===== config.mk =====
export PLATFORM = sky130hd
export DESIGN_NAME = i2s_tx
export DESIGN_NICKNAME = d
export VERILOG_FILES = /design/src/rtl/i2s_tx.sv
export SDC_FILE = /design/constraint.sdc
export NUM_CORES = 1
export LEC_CHECK = 0
export CAP_MARGIN = 10
export CORE_AREA = 2 2 73 89
export DETAILED_ROUTE_END_ITERATION = 16
export DIE_AREA = 0 0 75 91
export GPL_ROUTABILITY_DRIVEN = 0
export HOLD_SLACK_MARGIN = 0.02
export PLACE_DENSITY = 0.72
export SETUP_SLACK_MARGIN = 0.15
export SLEW_MARGIN = 0
export SYNTH_ARGS = -nofsm -noshare
export SYNTH_HDL_FRONTEND = slang
export SYNTH_SLANG_ARGS = --single-unit

===== constraint.sdc =====
create_clock -name CLK -period 4.1 [get_ports CLK]
set_clock_uncertainty 0.1 [all_clocks]
set_input_delay 0.82 -clock CLK [delete_from_list [all_inputs] [get_ports CLK]]
set_output_delay 0.82 -clock CLK [all_outputs]
set_load 0.01 [all_outputs]

===== src/rtl/i2s_tx.sv =====
// i2s_tx: mono I2S serializer fed directly by the sample FIFO read port.
//
// Each stereo frame fetches one sample. BCLK and LRCLK are divided down from CLK,
// and the sample is sent MSB-first on both the left and right slots with the usual
// one-BCLK I2S data delay. When a fetch finds the FIFO empty the frame sends
// silence, UNDERRUN pulses and a saturating counter increments.
//
// Ports:
//   CLK           system clock; also clocks the FIFO read side
//   RESET         synchronous, active-high reset
//   ENABLE        run request; a frame always completes once it has started
//   EMPTY         FIFO empty flag, sampled only in the fetch cycle
//   DIN           FIFO DOUT, which the FIFO updates on the falling CLK edge after a read
//   READ          FIFO read strobe, one CLK cycle wide, at most one per frame
//   BCLK          I2S bit clock
//   LRCLK         word select: 0 = left slot, 1 = right slot
//   SDATA         I2S serial data
//   UNDERRUN      one-cycle pulse when a fetch finds the FIFO empty
//   UNDERRUN_CNT  saturating underrun count
module i2s_tx #(
    parameter int unsigned WIDTH     = 16,
    parameter int unsigned SLOT_BITS = 16,
    parameter int unsigned BCLK_DIV  = 4
) (
    input  logic             CLK,
    input  logic             RESET,
    input  logic             ENABLE,
    input  logic             EMPTY,
    input  logic [WIDTH-1:0] DIN,
    output logic             READ,
    output logic             BCLK,
    output logic             LRCLK,
    output logic             SDATA,
    output logic             UNDERRUN,
    output logic [7:0]       UNDERRUN_CNT
);

    localparam int unsigned DivW = $clog2(2 * BCLK_DIV);
    localparam int unsigned BitW = $clog2(2 * SLOT_BITS);
    localparam logic [DivW-1:0] DivMax = DivW'(2 * BCLK_DIV - 1);
    localparam logic [BitW-1:0] BitMax = BitW'(2 * SLOT_BITS - 1);

    typedef enum logic [0:0] {StIdle, StRun} state_e;

    state_e               state_q, state_d;
    logic [DivW-1:0]      div_q;
    logic [BitW-1:0]      bit_q;
    logic [BitW-1:0]      bit_nxt;
    logic [WIDTH-1:0]     sample_q;
    logic [SLOT_BITS-1:0] shift_q;
    logic [SLOT_BITS-1:0] slot_word;
    logic [1:0]           rd_pipe_q;
    logic [7:0]           urun_cnt_q;
    logic                 run;
    logic                 fetch;
    logic                 bit_wrap;
    logic                 frame_end;
    logic                 load;

    assign run       = (state_q == StRun);
    // RESET outranks the fetch, so no strobe can escape in the reset cycle.
    assign fetch     = run && (div_q == '0) && (bit_q == '0) && !RESET;
    assign bit_wrap  = run && (div_q == DivMax);
    assign frame_end = bit_wrap && (bit_q == BitMax);
    assign bit_nxt   = (bit_q == BitMax) ? '0 : bit_q + BitW'(1);
    // The shift register reloads one bit after each slot starts, which gives the I2S delay.
    assign load      = (bit_nxt == BitW'(1)) || (bit_nxt == BitW'(SLOT_BITS + 1));
    // Left-justify the sample in the slot and zero-pad below its LSB.
    assign slot_word = SLOT_BITS'(sample_q) << (SLOT_BITS - WIDTH);

    // State register.
    always_ff @(posedge CLK) begin
        if (RESET) begin
            state_q <= StIdle;
        end else begin
            state_q <= state_d;
        end
    end

    // Next-state logic. ENABLE is only considered at frame boundaries while running.
    always_comb begin
        state_d = state_q;
        unique case (state_q)
            StIdle:  if (ENABLE) state_d = StRun;
            StRun:   if (frame_end && !ENABLE) state_d = StIdle;
            default: state_d = StIdle;
        endcase
    end

    // Outputs.
    always_comb begin
        READ         = fetch && !EMPTY;
        UNDERRUN     = fetch && EMPTY;
        BCLK         = run && (div_q >= DivW'(BCLK_DIV));
        LRCLK        = run && (bit_q >= BitW'(SLOT_BITS));
        SDATA        = run && shift_q[SLOT_BITS-1];
        UNDERRUN_CNT = urun_cnt_q;
    end

    // Datapath: counters, sample capture and shift register.
    always_ff @(posedge CLK) begin
        if (RESET) begin
            div_q      <= '0;
            bit_q      <= '0;
            sample_q   <= '0;
            shift_q    <= '0;
            rd_pipe_q  <= '0;
            urun_cnt_q <= '0;
        end else begin
            rd_pipe_q <= {rd_pipe_q[0], READ};

            if (UNDERRUN) begin
                sample_q <= '0;
                if (urun_cnt_q != 8'hFF) urun_cnt_q <= urun_cnt_q + 8'd1;
            end else if (rd_pipe_q[1]) begin
                // DIN settles on the falling edge after the read; two cycles gives it margin.
                sample_q <= DIN;
            end

            if (!run || state_d != StRun) begin
                // Entering or leaving IDLE starts the next frame from a clean slate.
                div_q   <= '0;
                bit_q   <= '0;
                shift_q <= '0;
            end else if (bit_wrap) begin
                div_q <= '0;
                bit_q <= bit_nxt;
                if (load) begin
                    shift_q <= slot_word;
                end else begin
                    shift_q <= shift_q << 1;
                end
            end else begin
                div_q <= div_q + DivW'(1);
            end
        end
    end

endmodule


### Word level (Yosys, flattened, before mapping)

Cells that the tools add are included.

| word-level totals | value |
|---|---|
| bits in registers | 51 |
| word-level logic and storage cells | 47 |

| cells by class | value |
|---|---|
| add/subtract/negate cells | 3 |
| $lt $le $gt $ge | 2 |
| eq/ne operators | 5 |
| muxes and demuxes | 5 |
| bitwise logic cells | 2 |
| reduce and logical (&&, ||, !) cells | 23 |

Operators by type and width:

| cell | number |
|---|---|
| 2-to-1 mux 16 bit | 1 |
| logical AND 1 bit | 11 |
| equality test 5 bit (second input constant) | 2 |
| adder 8 x 1 -> 8 bit (second input constant) | 1 |
| inequality test 8 bit (second input constant) | 1 |
| adder 5 x 1 -> 5 bit (second input constant) | 1 |
| equality test 5 x 1 -> 1 bit (second input constant) | 1 |
| >= comparator 5 bit (second input constant) | 1 |
| zero test 5 bit | 1 |
| 2-to-1 mux 5 bit | 1 |
| zero test 1 bit | 4 |
| OR reduction 2 bit | 2 |
| adder 3 x 1 -> 3 bit (second input constant) | 1 |
| equality test 3 bit (second input constant) | 1 |
| >= comparator 3 bit (second input constant) | 1 |
| zero test 3 bit | 1 |
| OR reduction 3 bit | 1 |
| logical OR 1 bit | 2 |
| 2-to-1 mux 1 bit | 2 |
| inverter 1 bit | 2 |
| one-hot mux 1 bit (2 select lines) | 1 |
| AND reduction 2 bit | 1 |

### Depth between registers and ports, before layout

Gate-level depths: netlist of the first run.

| logic depth | value |
|---|---|
| depth in word-level cells | 9 |
| gate-level depth with buffers | 9 |
| depth with buffers taken out | 7 |

### Worst setup path before layout of the first run

OpenSTA, ideal clock, no wires.

| timing path | value |
|---|---|
| path type | in2out |
| from | in RESET |
| to | out UNDERRUN |
| data arrival time | 1.421 ns |
| required time | 3.180 ns |
| path slack | 1.759 ns |
| stages on the path | 3 |
| path buffers | 0 |
| path through | nor4b_4 > nand3_2 > inv_1 |

| on the way | value |
|---|---|
| cells in the longest elaborated chain, start to end | 3 |

RTL lines:

| what | line | source |
|---|---|---|
| from (decl) | 26 | `input logic RESET,` |
| zero test 1 bit | 62 | `assign fetch = run && (div_q == '0) && (bit_q == '0) && !RESET;` |
| logical AND 1 bit | 62 |  |
| logical AND 1 bit | 93 | `UNDERRUN = fetch && EMPTY;` |
| to (decl) | 34 | `output logic UNDERRUN,` |

No other way between the ends.

### Worst setup path after layout of the first run

Ends and elaborated chain as after synthesis.

==> results of run 1 <==
critical path, stage by stage:
cell             delay, ns
clkdlybuf4s50_1       0.45
nor4b_4               0.31
nand3_2               0.22
inv_1                 0.15
clkdlybuf4s50_1       0.54
cell families after synthesis:
group	share of synthesized area (%)
DFF	44.3
and+or+nand+nor	16.6
xor gates and xnor gates	0.380
muxes	8.91
AOI/OAI and AO/OA	21.7
adders and majority gates	3.80
buffers and inverters	4.35
worst paths after layout:
kind	start	end	slack (ns)	cells past startpoint
worst min-delay path	rd_pipe_q[0]$_SDFF_PP0_	rd_pipe_q[1]$_SDFF_PP0_	0.35	1
worst min register to register	rd_pipe_q[0]$_SDFF_PP0_	rd_pipe_q[1]$_SDFF_PP0_	0.35	1
worst max register to register	bit_q[1]$_SDFFE_PP0P_	shift_q[0]$_SDFFE_PP0P_	1.77	7
worst max-delay path	RESET	UNDERRUN	0.67	5
through the flow:
step                power, mW  cell area, µm²
floorplan               0.536            2300
global placement        0.562            2690
detailed placement      0.563            2690
CTS                     0.920            2810
global route            0.942            2810
finish                  0.909            2810
power groups by stage:
stage / combinational (mW) / clock (mW) / sequential, mW
floorplan: 0.0223 / 0 / 0.513
global placement: 0.0452 / 0 / 0.517
detailed placement: 0.0458 / 0 / 0.517
CTS: 0.0463 / 0.368 / 0.506
global route: 0.0501 / 0.385 / 0.507
finish: 0.0455 / 0.358 / 0.506
cells in the mapped netlist, drive strengths merged, types with 3 or more instances:
master | instances | area, µm²
and2 | 3 | 20.0
nand4 | 3 | 25.0
nor2 | 26 | 97.6
nand2 | 8 | 30.0
or3 | 3 | 21.3
nor2b | 3 | 18.8
clkbuf | 12 | 45.0
ha | 7 | 87.6
dfxtp | 51 | 1020
a21oi | 28 | 140
inv | 7 | 26.3
o21ai | 35 | 175
a41oi | 15 | 131
o31ai | 4 | 30.0
nand3 | 5 | 30.0
buf | 6 | 28.8
mux2i | 19 | 190
and3 | 3 | 23.8
sequential cells by signal, indices dropped and copies added, names as in the netlist:
register and count:
div_q 3, UNDERRUN_CNT 8, sample_q 16, run 1, bit_q 5, shift_q 16, rd_pipe_q 2
layout make-up:
class	count	share of cell area, %
Inverter	7	0.936
Timing Repair Buffer	37	12.7
Clock buffer	6	2.94
Sequential cell	51	36.4
Clock inverter	2	1.25
Multi-Input combinational cell	180	42.1
Tap cell	82	3.65
per-layer routing:
layer	global-route usage, %	vias up	routed length (µm)
met5	0	-	0
met2	24.0	59	2290
met4	5.21	0	32
met1	18.1	903	2190
met3	3.88	4	327
li1	-	989	-
==> flow_summary.json, run 1 <==
{
  "ys_seq_area_share_pct": 44.3,
  "dp_slack_ns": 0.683,
  "num_rows": 31,
  "ant_nets": 0,
  "finalSetupTns_ns": 0,
  "ctsHtreeMaxLevel": 2,
  "die_h_um": 91,
  "wl_per_cell_um": 13.3,
  "worstSetupStartpointType": "input pin",
  "fillers": 580,
  "p_comb_share_pct": 5.0,
  "clock_latency_ns": 0.30,
  "ys_warn_count": 0,
  "synthArstFlopShare_pct": 0,
  "postLayoutCoreUtil_pct": 47.3,
  "status": "complete, no violations",
  "grt_pass1_vias": 1834,
  "crit_required_ns": 3.18,
  "hold_slack_ns": 0.351,
  "die_w_um": 75,
  "clock_path_buffers": 2,
  "leakagePower_nw": 0.966,
  "relSlewSlack_pct": 39.8,
  "cp_max_fo": 10,
  "core_um2": 5930,
  "p_sw_mw": 0.185,
  "rsz0062_at_grt": "no",
  "seqPwrFrac_pct": 55.6,
  "antenna_found_initial": 0,
  "nNetsFinal": 309,
  "final_cell_mix": "51 x dfxtp_1, 34 x o21ai_0, 32 x clkdlybuf4s50_1, 28 x a21oi_1, 26 x nor2_1",
  "final_common_cell": "dfxtp_1",
  "p_clk_share_pct": 39.4,
  "drt-pass1-iter-count": 4,
  "cts_setup_buffers": 0,
  "syn-num-nets": 283,
  "worstHoldPathType": "register to register",
  "p_per_area_nw_per_um2": 324,
  "cts_resized": 0,
  "via_count": 1955,
  "setup_ws_ns": 0.672,
  "grt_usage_pct": 14.7,
  "grt_max_degree": 24,
  "finalNonFillerCells": 365,
  "cts.clk_slew.worst_paths_ns": 0.09,
  "dieArea_um2": 6830,
  "hold_viol_final": 0,
  "avgSynthCellArea_um2": 9.00,
  "ir_drop_uv": 163,
  "ios": 33,
  "antenna_cells": 0,
  "clkSinkCount": 51,
  "regArea_um2": 1020,
  "cts_buffers": 5,
  "multiInputGateArea_um2": 1180,
  "initial_core_util_pct": 38.8,
  "cp-end-kind": "output pin",
  "path_class": "input pin to output pin",
  "port_buffers": 32,
  "yosys_most_used_dff": "dfxtp_1",
  "synth_seq_cells": 51,
  "synth.distinct_cells": 39,
  "arrival_ns": 2.51,
  "fin_crit_sh_pct": 83.6,
  "drt-vias-per-instance": 5.36,
  "clockRootBuffer": "clkbuf_8",
  "netSwitchingFraction_pct": 20.3,
  "synth_enable_flop_cells": 0,
  "area_growth_pct": 21.9,
  "syn_area_um2": 2300,
  "grt_pass1_wl_mm": 8.15,
  "maxCapViolCount": 0,
  "cts_tree": "done",
  "drc": 0,
  "cts_hold_buffers": 0,
  "internal_power_mw": 0.724,
  "drt-initial-drc-count": 175,
  "fmax_mhz": 292,
  "period_needed_ns": 3.43,
  "netlist_instances": 256,
  "dpl.cell_count": 357,
  "setup_viol": 0,
  "worstMarginPinSlew_ns": 0.902,
  "drive_gt1_share_pct": 8.13,
  "hpwl_mm": 3.19,
  "drt-total-wl_mm": 4.84,
  "grt-ovfl-total": 0,
  "final_max_slew_viol_count": 0
}
Power figures use the tool's default switching activity.
==> inputs of run 2 (changes only) <==
Settings changed: PLACE_DENSITY 0.72 to 0.74.
Clock period 4.1 ns to 3.1 ns, I/O delays scaled along.
==> run 2 against run 1 <==
Via count down 0.46%. Worst setup slack got worse by 0.49 ns. Worst hold slack worse by 0.0032 ns. Combinational power increased by 44%. Largest cell class unchanged. Largest power group unchanged.
==> flow_summary.json, run 2 (synthesis gave the netlist of run 1 again) <==
{
  "ios": 33,
  "drt-initial-drc-count": 143,
  "grt_pass1_wl_mm": 8.28,
  "slowest_stage": "clkdlybuf4s50_1",
  "clock_path_buffers": 2,
  "rsz0062_at_grt": "no",
  "hold_slack_ns": 0.347,
  "grt_pass1_vias": 1851,
  "worstHoldPathType": "register to register",
  "cp_max_fo": 3,
  "path_class": "input pin to output pin",
  "finalSetupTns_ns": 0,
  "clock_latency_ns": 0.30,
  "drc": 0,
  "cts.clk_slew.worst_paths_ns": 0.09,
  "cp-end-kind": "output pin",
  "netSwitchingFraction_pct": 19.2,
  "internal_power_mw": 1.02,
  "nNetsFinal": 312,
  "postLayoutCoreUtil_pct": 48.1,
  "antenna_found_initial": 0,
  "clkSinkCount": 51,
  "wl_per_cell_um": 13.2,
  "setup_viol": 0,
  "grt-ovfl-total": 0,
  "relSlewSlack_pct": 40.8,
  "die_h_um": 91,
  "cp.buffers_inverters": 3,
  "p_per_area_nw_per_um2": 442,
  "final_max_slew_viol_count": 0,
  "drt-total-wl_mm": 4.85,
  "port_buffers": 32,
  "final_common_cell": "dfxtp_1",
  "hold_viol_final": 0,
  "arrival_ns": 2.20,
  "num_rows": 31,
  "area_growth_pct": 24.0,
  "ctsHtreeMaxLevel": 2,
  "ir_drop_uv": 201,
  "worstMarginPinSlew_ns": 0.887,
  "critPathMaxStageDelay_ns": 0.54,
  "via_count": 1946,
  "r2r_slack_ns": 0.68,
  "p_comb_share_pct": 5.2,
  "seqPwrFrac_pct": 52.8,
  "fillers": 595,
  "crit_path_cell_trace": "clkdlybuf4s50_1 > nor4b_4 > nand3_2 > inv_1 > clkdlybuf4s50_1",
  "clockRootBuffer": "clkbuf_8",
  "worstSetupStartpointType": "input pin",
  "dp_slack_ns": 0.227,
  "cts_tree": "done",
  "path_common_cell": "clkdlybuf4s50_1",
  "drt-vias-per-instance": 5.29,
  "status": "complete, no violations",
  "initial_core_util_pct": 38.8,
  "fmax_mhz": 343,
  "grt_max_degree": 23,
  "final_cell_mix": "51 x dfxtp_1, 34 x o21ai_0, 31 x clkdlybuf4s50_1, 28 x a21oi_1, 26 x nor2_1",
  "die_w_um": 75,
  "cpLargestDelayFamily": "buffers and inverters",
  "hpwl_mm": 3.22,
  "p_clk_share_pct": 42.0,
  "fin_crit_sh_pct": 94.1,
  "ant_nets": 0,
  "period_needed_ns": 2.92,
  "dieArea_um2": 6830,
  "leakagePower_nw": 1.00,
  "drt-pass1-iter-count": 4,
  "p_sw_mw": 0.242,
  "antenna_cells": 0,
  "grt_usage_pct": 15.2,
  "cts_buffers": 5,
  "setup_ws_ns": 0.184,
  "maxCapViolCount": 0,
  "core_um2": 5930,
  "drive_gt1_share_pct": 9.44,
  "crit_required_ns": 2.38
}
==> run 2: area by class of cell <==
type                       count  area, µm²  area share (%)
clock buffer                   5       68.8            2.41
clock inverter                 3       67.6            2.37
inverter                       7       26.3           0.920
multi-input combinational    180       1190            41.5
sequential                    51       1020            35.8
tap                           82        103            3.59
timing repair buffer          40        383            13.4
==> run 2: metal layers <==
metal	global-route usage [%]	routed length, µm	vias up
li1	-	-	985
met1	19.2	2200	907
met2	24.7	2290	47
met3	3.55	269	7
met4	5.21	80	0
met5	0	0	-
==> run 2: through the flow <==
stage                     power, mW  area [µm²]  std cells
after floorplan               0.709        2300        256
after global placement        0.746        2710        359
after detailed placement      0.746        2710        359
after CTS                      1.28        2840        367
after global routing           1.32        2860        368
final                          1.26        2860        368
==> run 2: what timing repair did <==
item                       in CTS  in global routing
setup endpoints to repair       0                  2
hold buffers                    0                  0
resized for setup               0                  2
buffers inserted                0                  1
==> run 2: worst paths after layout <==
check	start	to	cells after the start
worst min register to register	rd_pipe_q[0]$_SDFF_PP0_	rd_pipe_q[1]$_SDFF_PP0_	1
worst max register to register	bit_q[1]$_SDFFE_PP0P_	shift_q[15]$_SDFFE_PP0P_	7
worst min-delay path	rd_pipe_q[0]$_SDFF_PP0_	rd_pipe_q[1]$_SDFF_PP0_	1
worst max-delay path	RESET	UNDERRUN	5
==> run 2: power by group through the flow <==
stage	sequential, mW	clock [mW]	combinational [mW]
floorplan	0.679	0	0.0295
CTS	0.667	0.551	0.0650
global placement	0.682	0	0.0638
finish	0.666	0.531	0.0654
detailed placement	0.682	0	0.0642
global route	0.668	0.577	0.0718
==> run 2: worst reg2reg max path, delay by kind of cell, from the launching register on <==
kind                     cells  cell delay (ns)
multiplexers                 1             0.64
AND/OR/NAND/NOR              2             0.27
flip-flops                   1             0.38
adder cells (fa/ha/maj)      2             0.49
AO/OA/AOI/OAI                2             0.46
==> inputs of run 3 (changes only) <==
Settings changed: CELL_PAD_IN_SITES_DETAIL_PLACEMENT set to 1, CELL_PAD_IN_SITES_GLOBAL_PLACEMENT set to 1, CORE_AREA 2 2 73 89 to 2 2 76 92, DIE_AREA 0 0 75 91 to 0 0 78 94, PLACE_DENSITY 0.74 to 0.85.
==> run 3 against run 2 <==
Non-clock buffer count increased by 2. Largest cell class unchanged. Critical path depth unchanged. Critical endpoint unchanged. Wire length increased by 27%. Die area increased by 7.4%. Final area increased by 0.39%. Register-to-register slack improved by 0.03 ns. Core utilization decreased by 3.4 points. First-iteration DRC count decreased by 5.6%. Worst setup slack improved by 0.040 ns. Sequential power about the same.
==> flow_summary.json, run 3 (synthesis gave the netlist of run 1 again) <==
{
  "fmax_mhz": 348,
  "clkSinkCount": 51,
  "clock_path_buffers": 2,
  "drt-initial-drc-count": 135,
  "fillers": 774,
  "use_met1_pct": 20.9,
  "num_rows": 32,
  "cts_tree": "done",
  "port_buffers": 32,
  "ctsHtreeMaxLevel": 2,
  "crit_required_ns": 2.38,
  "fin_area_um2": 2870,
  "wl_per_cell_um": 16.5,
  "initial_core_util_pct": 36.0,
  "final_cell_mix": "51 x dfxtp_1, 34 x o21ai_0, 31 x clkdlybuf4s50_1, 28 x a21oi_1, 26 x nor2_1",
  "cp_max_fo": 3,
  "use_met2_pct": 31.4,
  "clockRootBuffer": "clkbuf_8",
  "final_common_cell": "dfxtp_1",
  "relSlewSlack_pct": 36.3,
  "dieArea_um2": 7330,
  "grt_usage_pct": 17.4,
  "cts_hold_buffers": 0,
  "status": "complete, no violations",
  "die_w_um": 78,
  "final_max_slew_viol_count": 0,
  "power_mw": 1.29,
  "rsz0062_at_grt": "no",
  "ir_drop_uv": 232,
  "arrival_ns": 2.16,
  "worstHoldPathType": "register to register",
  "grt-ovfl-total": 0,
  "cp-end-kind": "output pin",
  "ant_nets": 0,
  "grt_pass1_wl_mm": 10.3,
  "drt-pass1-iter-count": 4,
  "finalSetupTns_ns": 0,
  "hpwl_mm": 4.15,
  "leakagePower_nw": 0.999,
  "p_per_area_nw_per_um2": 450,
  "dpl.cell_count": 363,
  "cts_buffers": 5,
  "drt-vias-per-instance": 5.47,
  "antenna_found_initial": 0,
  "fin_crit_sh_pct": 92.8,
  "die_h_um": 94,
  "busiest_layer": "met2",
  "postLayoutCoreUtil_pct": 44.7,
  "via_count": 2040,
  "worstMarginPinSlew_ns": 0.955,
  "hold_viol_final": 0,
  "clock_latency_ns": 0.31,
  "cts.clk_slew.worst_paths_ns": 0.10,
  "worstSetupStartpointType": "input pin",
  "grt_max_degree": 23,
  "core_um2": 6410,
  "ios": 33,
  "grt_use_met3_pct": 3.65,
  "drt-total-wl_mm": 6.17,
  "path_class": "input pin to output pin",
  "setup_viol": 0,
  "grt_pass1_vias": 2126,
  "place_area_um2": 2720,
  "drc": 0,
  "maxCapViolCount": 0,
  "nNetsFinal": 314,
  "drive_gt1_share_pct": 9.72,
  "area_growth_pct": 24.4,
  "antenna_cells": 0,
  "period_needed_ns": 2.88,
  "finalNonFillerCells": 373
}
[run 3: changes by cell type in the layout (fill, tap and decap cells not counted)]
cell and delta:
mux2i_2 -1, dlygate4sd2_1 +1, dlymetal6s2s_1 -1, buf_4 +2
mux2i_1 +1
[run 3: worst max-delay path: stages]
cell and delay, ns:
clkdlybuf4s50_1 0.48, nor4b_4 0.29, nand3_2 0.11, inv_1 0.11
clkdlybuf4s50_1 0.55
[run 3: per-layer routing]
layer	part of all wire [%]	vias to the layer above	wire, µm
li1	-	993	-
met1	44	988	2700
met2	50	50	3120
met3	4.3	9	263
met4	1.5	0	92
met5	0	-	0
[run 3: path summary, 6_finish.rpt]
check | from | to | slack (ns) | cells past startpoint
setup / recovery | RESET | UNDERRUN | 0.22 | 5
hold / removal | rd_pipe_q[0]$_SDFF_PP0_ | rd_pipe_q[1]$_SDFF_PP0_ | 0.35 | 1
setup reg to reg | bit_q[1]$_SDFFE_PP0P_ | shift_q[0]$_SDFFE_PP0P_ | 0.71 | 7
hold reg to reg | rd_pipe_q[0]$_SDFF_PP0_ | rd_pipe_q[1]$_SDFF_PP0_ | 0.35 | 1
[run 3: layout make-up]
class                   count  area (µm²)  area share (%)
multi-input cells         180        1180            41.2
inverters                   7        26.3           0.917
flip-flops and latches     51        1020            35.6
repair buffers             42         394            13.7
well taps                  85         106            3.71
clock buffers               5        68.8            2.40
clock inverters             3        67.6            2.36
[run 3: report_power, final]
part | switching (mW) | internal, mW | leakage, nW
Sequential | 0.00636 | 0.661 | 0.412
Clock | 0.234 | 0.322 | 0.0644
Combinational | 0.0289 | 0.0386 | 0.523
Total | 0.269 | 1.02 | 0.999
[run 3: stage by stage]
| step | setup WS, ns | hold WS [ns] |
|---|---|---|
| 5_1_grt | 0.163 | 0.366 |
| 6_report | 0.224 | 0.348 |
| 3_5_place_dp | 0.137 | 0.330 |
| 2_1_floorplan | 1.00 | 0.314 |
| 4_1_cts | 0.160 | 0.353 |
| 3_3_place_gp | 0.254 | 0.319 |
[run 3: repair_timing]
| action | in CTS | in global routing |
|---|---|---|
| endpoints found under the setup margin | 1 | 1 |
| pin swaps | 1 | 1 |
| gates resized for setup | 1 | 0 |
| buffers inserted | 1 | 1 |
==> RTL edit 1: new RTL, flow settings as in run 2 <==
Put a register stage on the output `UNDERRUN_CNT`, cleared by the reset. The value now appears one clock later. The other outputs are not delayed to match.
--- a/src/rtl/i2s_tx.sv
+++ b/src/rtl/i2s_tx.sv
@@ -41,6 +41,8 @@
     localparam logic [BitW-1:0] BitMax = BitW'(2 * SLOT_BITS - 1);
 
     typedef enum logic [0:0] {StIdle, StRun} state_e;
+
+    logic [7:0] UNDERRUN_CNT_d;
 
     state_e               state_q, state_d;
     logic [DivW-1:0]      div_q;
@@ -94,7 +96,7 @@
         BCLK         = run && (div_q >= DivW'(BCLK_DIV));
         LRCLK        = run && (bit_q >= BitW'(SLOT_BITS));
         SDATA        = run && shift_q[SLOT_BITS-1];
-        UNDERRUN_CNT = urun_cnt_q;
+        UNDERRUN_CNT_d = urun_cnt_q;
     end
 
     // Datapath: counters, sample capture and shift register.
@@ -136,5 +138,13 @@
         end
     end
 
+    always_ff @(posedge CLK) begin
+        if (RESET) begin
+            UNDERRUN_CNT <= '0;
+        end else begin
+            UNDERRUN_CNT <= UNDERRUN_CNT_d;
+        end
+    end
+
 endmodule
 
Behaviour: not the same (a bounded check fails within 4 cycles, from zero or initial values and one cycle with RESET high).
==> RTL edit 1 against run 2 <==
Synthesized area is 8.6% higher; power rose by 37%; critical path depth unchanged; setup slack gained 0.032 ns; design area up 9.6%; sequential cell count is 8 higher; clock power is 67% higher; wire length increased by 2.9%; synthesized cell count is 4.7% higher.
==> RTL edit 1: results (changes against run 2) <==
[critical_path]
timing.rr.end=shift_q[0]
cp.arrival_ns=2.16  ; -0.04 ns
crit_fanout=4  ; +1

[placement]
placed_cells=369  ; +2.8%
place_area_um2=2870  ; +6.1%
hpwl_um=3300  ; +2.3%

[grt]
grt_pass1_wl_um=8040  ; -2.9%
grt_pass1_vias=1787  ; -3.5%

[finish]
final_nets=325  ; +4.2%

[status]
outcome=finished, final reports clean

[logic_synthesis]
synth_area_um2=2500  ; +8.6%
syn_nets=295  ; +4.2%
yosys-top-cells-count=dfxtp_1, o21ai_0, nor2_1, a21oi_1, mux2i_1
yosys-top-cells-area=dfxtp_1, mux2i_1, o21ai_0
avgSynthCellArea_um2=9.33  ; +3.7%
yosysSeqAreaShare_pct=47.2  ; +2.9 points

[clock_network]
clk_pin_slew_worst_paths_ns=0.06  ; -0.03 ns
htree_levels=3  ; +1

[power_and_ir_drop]
irDropWorstVdd_mv=0.264  ; +31%
p_leak_nw=1.13  ; +12%

[min_path]
min_from=div_q[0]

[timing]
slew_headroom_pct=40.2  ; -0.61 points

[routing]
drt_iter0_drc=104  ; -27%
num_vias=1998  ; +2.7%
finalWirelength_um=4990  ; +2.9%

[RTL edit 1: cell count changes after synthesis, sizes merged, moves of 2 or more]
| cell | change |
|---|---|
| a211oi | -2 |
| a21oi | -7 |
| buf | +2 |
| clkbuf | -3 |
| dfxtp | +8 |
| nand2 | +6 |
| nand4 | -2 |
| nor2b | +8 |
| o21ai | +3 |
| or3 | -2 |
[RTL edit 1: area by class of cell]
cell class	count	area, um2
fill	533	2810
multi-input combinational	186	1210
sequential	59	1180
timing repair buffer	36	350
clock buffer	12	165
tap	82	103
clock inverter	4	95.1
inverter	6	22.5
[RTL edit 1: worst max path at each step]
stage                 end  slack [ns]  depth (start not counted)
2_1_floorplan  shift_q[0]        1.12                          7
3_3_place_gp     UNDERRUN        0.26                          5
3_5_place_dp         READ        0.22                          5
4_1_cts              READ        0.22                          5
5_1_grt              READ        0.17                          5
6_report             READ        0.22                          5
[RTL edit 1: per-stage QoR]
| step | utilization, % | hold slack, ns | total power, mW | setup slack (ns) |
|---|---|---|---|---|
| 3_3_place_gp | 48.3 | 0.331 | 0.852 | 0.265 |
| 6_report | 52.7 | 0.357 | 1.72 | 0.216 |
| 3_5_place_dp | 48.3 | 0.329 | 0.853 | 0.218 |
| 5_1_grt | 52.7 | 0.380 | 1.78 | 0.172 |
| 2_1_floorplan | - | 0.314 | 0.815 | 1.12 |
| 4_1_cts | 52.7 | 0.361 | 1.75 | 0.216 |
[RTL edit 1: routing by layer]
metal | GRT usage [%] | vias up | wire (um)
li1 | - | 1022 | -
met1 | 18.7 | 926 | 2140
met2 | 24.0 | 44 | 2520
met3 | 5.77 | 6 | 242
met4 | 7.29 | 0 | 89
met5 | 0 | - | 0
[RTL edit 1: power groups by stage]
stage | registers [mW] | logic (mW) | clock network (mW)
2_1_floorplan | 0.785 | 0.0292 | 0
3_3_place_gp | 0.789 | 0.0629 | 0
3_5_place_dp | 0.789 | 0.0636 | 0
4_1_cts | 0.772 | 0.0644 | 0.909
5_1_grt | 0.773 | 0.0692 | 0.939
6_report | 0.772 | 0.0636 | 0.888
[RTL edit 1: cell families after synthesis]
| family | Yosys count | share of synthesized area [%] |
|---|---|---|
| compound gates | 80 | 19.5 |
| simple gates | 76 | 16.0 |
| flops | 59 | 47.2 |
| buf+inv | 23 | 4.30 |
| mux | 21 | 8.80 |
| fa+ha+maj | 7 | 3.50 |
| xor+xnor | 2 | 0.700 |
==> RTL edit 2: new RTL, config.mk and constraints of run 2 <==
Without the edit above. The parameter `WIDTH` goes from 16 to 32.
--- a/src/rtl/i2s_tx.sv
+++ b/src/rtl/i2s_tx.sv
@@ -18,7 +18,7 @@
 //   UNDERRUN      one-cycle pulse when a fetch finds the FIFO empty
 //   UNDERRUN_CNT  saturating underrun count
 module i2s_tx #(
-    parameter int unsigned WIDTH     = 16,
+    parameter int unsigned WIDTH     = 32,
     parameter int unsigned SLOT_BITS = 16,
     parameter int unsigned BCLK_DIV  = 4
 ) (
Interface: changed (resized DIN); port bits go from 33 to 49. The function was not compared with the original's and may differ.
==> RTL edit 2 against run 2 <==
Combinational power is 50% lower; first-iteration DRC count is 78% lower; synthesized area is 59% lower; design area is 56% lower; non-clock buffer count is 21 lower; sequential cell count is 34 lower; via count is 56% lower; count of clock-buffer cells in the layout is 1 lower; setup slack better by 0.15 ns; global-route usage is 8.6 points lower; synthesized cell count is 57% lower; power is 66% lower; wire length is 57% lower.
==> RTL edit 2: results (changes against run 2) <==
[logic_synthesis]
yosys-top-cells-count=dfxtp_1, nand2_1, a21oi_1, inv_1, nor2_1
syn_nets=152  ; -46%
ys_types=37  ; -5.1%
yosysSeqAreaShare_pct=35.6  ; -8.7 points
yosys-top-cells-area=dfxtp_1, ha_1, nand2_1

[finish]
drive_gt1_share_pct=12.6  ; +3.2 points
fill_cells=655  ; +10%
final_nets=171  ; -45%

[clock_network]
cts_root_buffer=clkbuf_8
clk_pin_slew_worst_paths_ns=0.07  ; -0.02 ns
numCtsBuffers=3  ; -2
clock_latency_ns=0.25  ; -0.05 ns
htree_levels=1  ; -1

[critical_path]
critPathMaxStageDelay_ns=0.51  ; -0.03 ns
r2r_slack_ns=1.08  ; +0.40 ns
cp.arrival_ns=2.05  ; -0.15 ns
cp-endpoint=READ
timing.rr.end=UNDERRUN_CNT[5]
startpoint=RESET
r2r-start=UNDERRUN_CNT[1]
ff2ff_path_depth=5  ; -2

[placement]
hpwl_um=1540  ; -52%
numPortBuffers=15  ; -53%
place_ws_ns=0.0190  ; -0.208 ns

[grt]
grt_max_degree=13  ; -43%
grt_pass1_vias=792  ; -57%
grt_pass1_wl_um=3590  ; -57%

[power_and_ir_drop]
p_leak_nw=0.441  ; -56%
irDropWorstVdd_mv=0.112  ; -44%

[timing]
fin_ws_ns=0.331  ; +0.147 ns
slew_headroom_pct=60.6  ; +20 points

[min_path]
min_from=div_q[0]

[status]
outcome=finished, final reports clean

[routing]
drt_iter0_drc=31  ; -78%
vias_per_cell=4.09  ; -23%
drt-wirelength-per-cell_um=10.0  ; -24%

[RTL edit 2: cell count changes after synthesis, sizes merged, moves of 3 or more]
cell,run 2,this run
a21oi,28,8
a41oi,15,1
buf,6,3
clkbuf,12,2
dfxtp,51,17
mux2i,19,1
nand2,8,11
nor2,26,8
nor3,1,4
o21ai,35,3
[RTL edit 2: layer usage]
layer  track usage (%)  up-vias  share of wire (%)
li1                  -      428                  -
met1              8.30      410                 47
met2              10.5       12                 48
met3              2.00        4                3.9
met4              2.23        0                1.2
met5                 0        -                  0
[RTL edit 2: logic make-up after synthesis]
| kind of cell | count (synthesis) | synth area share, % |
|---|---|---|
| flops | 17 | 35.6 |
| fa+ha+maj | 7 | 9.16 |
| buf+inv | 13 | 7.07 |
| simple gates | 48 | 30.9 |
| other cells | 1 | 0.392 |
| mux | 3 | 3.40 |
| compound gates | 20 | 13.5 |
[RTL edit 2: how the worst min path moves through the flow]
stage                           to  slack, ns  cells past startpoint
final                     div_q[0]       0.37                      1
after global routing      div_q[0]       0.40                      1
after CTS                 div_q[0]       0.38                      1
after detailed placement  div_q[0]       0.37                      1
after global placement    div_q[0]       0.34                      1
after floorplan           div_q[0]       0.33                      1
[RTL edit 2: layout make-up]
cell class	count	area [um2]	area share (%)
clock buffers	4	45.0	3.60
flip-flops and latches	17	340	27.2
inverters	8	30.0	2.40
multi-input cells	79	557	44.5
repair buffers	19	178	14.2
well taps	82	103	8.19
[RTL edit 2: repair_timing]
action | 4_1_cts | 5_1_grt
buffers inserted | 0 | 0
endpoints found under the setup margin | 2 | 0
resized for setup | 3 | 0
endpoints found under the hold margin | 0 | 0
[RTL edit 2: worst register-to-register path, cell delays in order, from the launching register on]
cell and delay [ns]:
dfxtp_1 0.41, ha_1 0.20, nand3_1 0.19, nor3_2 0.57
nor4b_2 0.12, mux2_1 0.33
[RTL edit 2: per-stage QoR]
| stage | instances | hold slack, ns | area [um2] |
|---|---|---|---|
| global placement | 205 | 0.338 | 1200 |
| finish | 209 | 0.369 | 1250 |
| CTS | 209 | 0.383 | 1250 |
| global route | 209 | 0.397 | 1250 |
| detailed placement | 205 | 0.373 | 1200 |
| floorplan | 109 | 0.327 | 956 |
[RTL edit 2: power by group]
group / switching [mW] / internal [mW]
Clock: 0.0790 / 0.0912
Combinational: 0.0175 / 0.0151
Sequential: 0.00196 / 0.221
Total: 0.0985 / 0.327
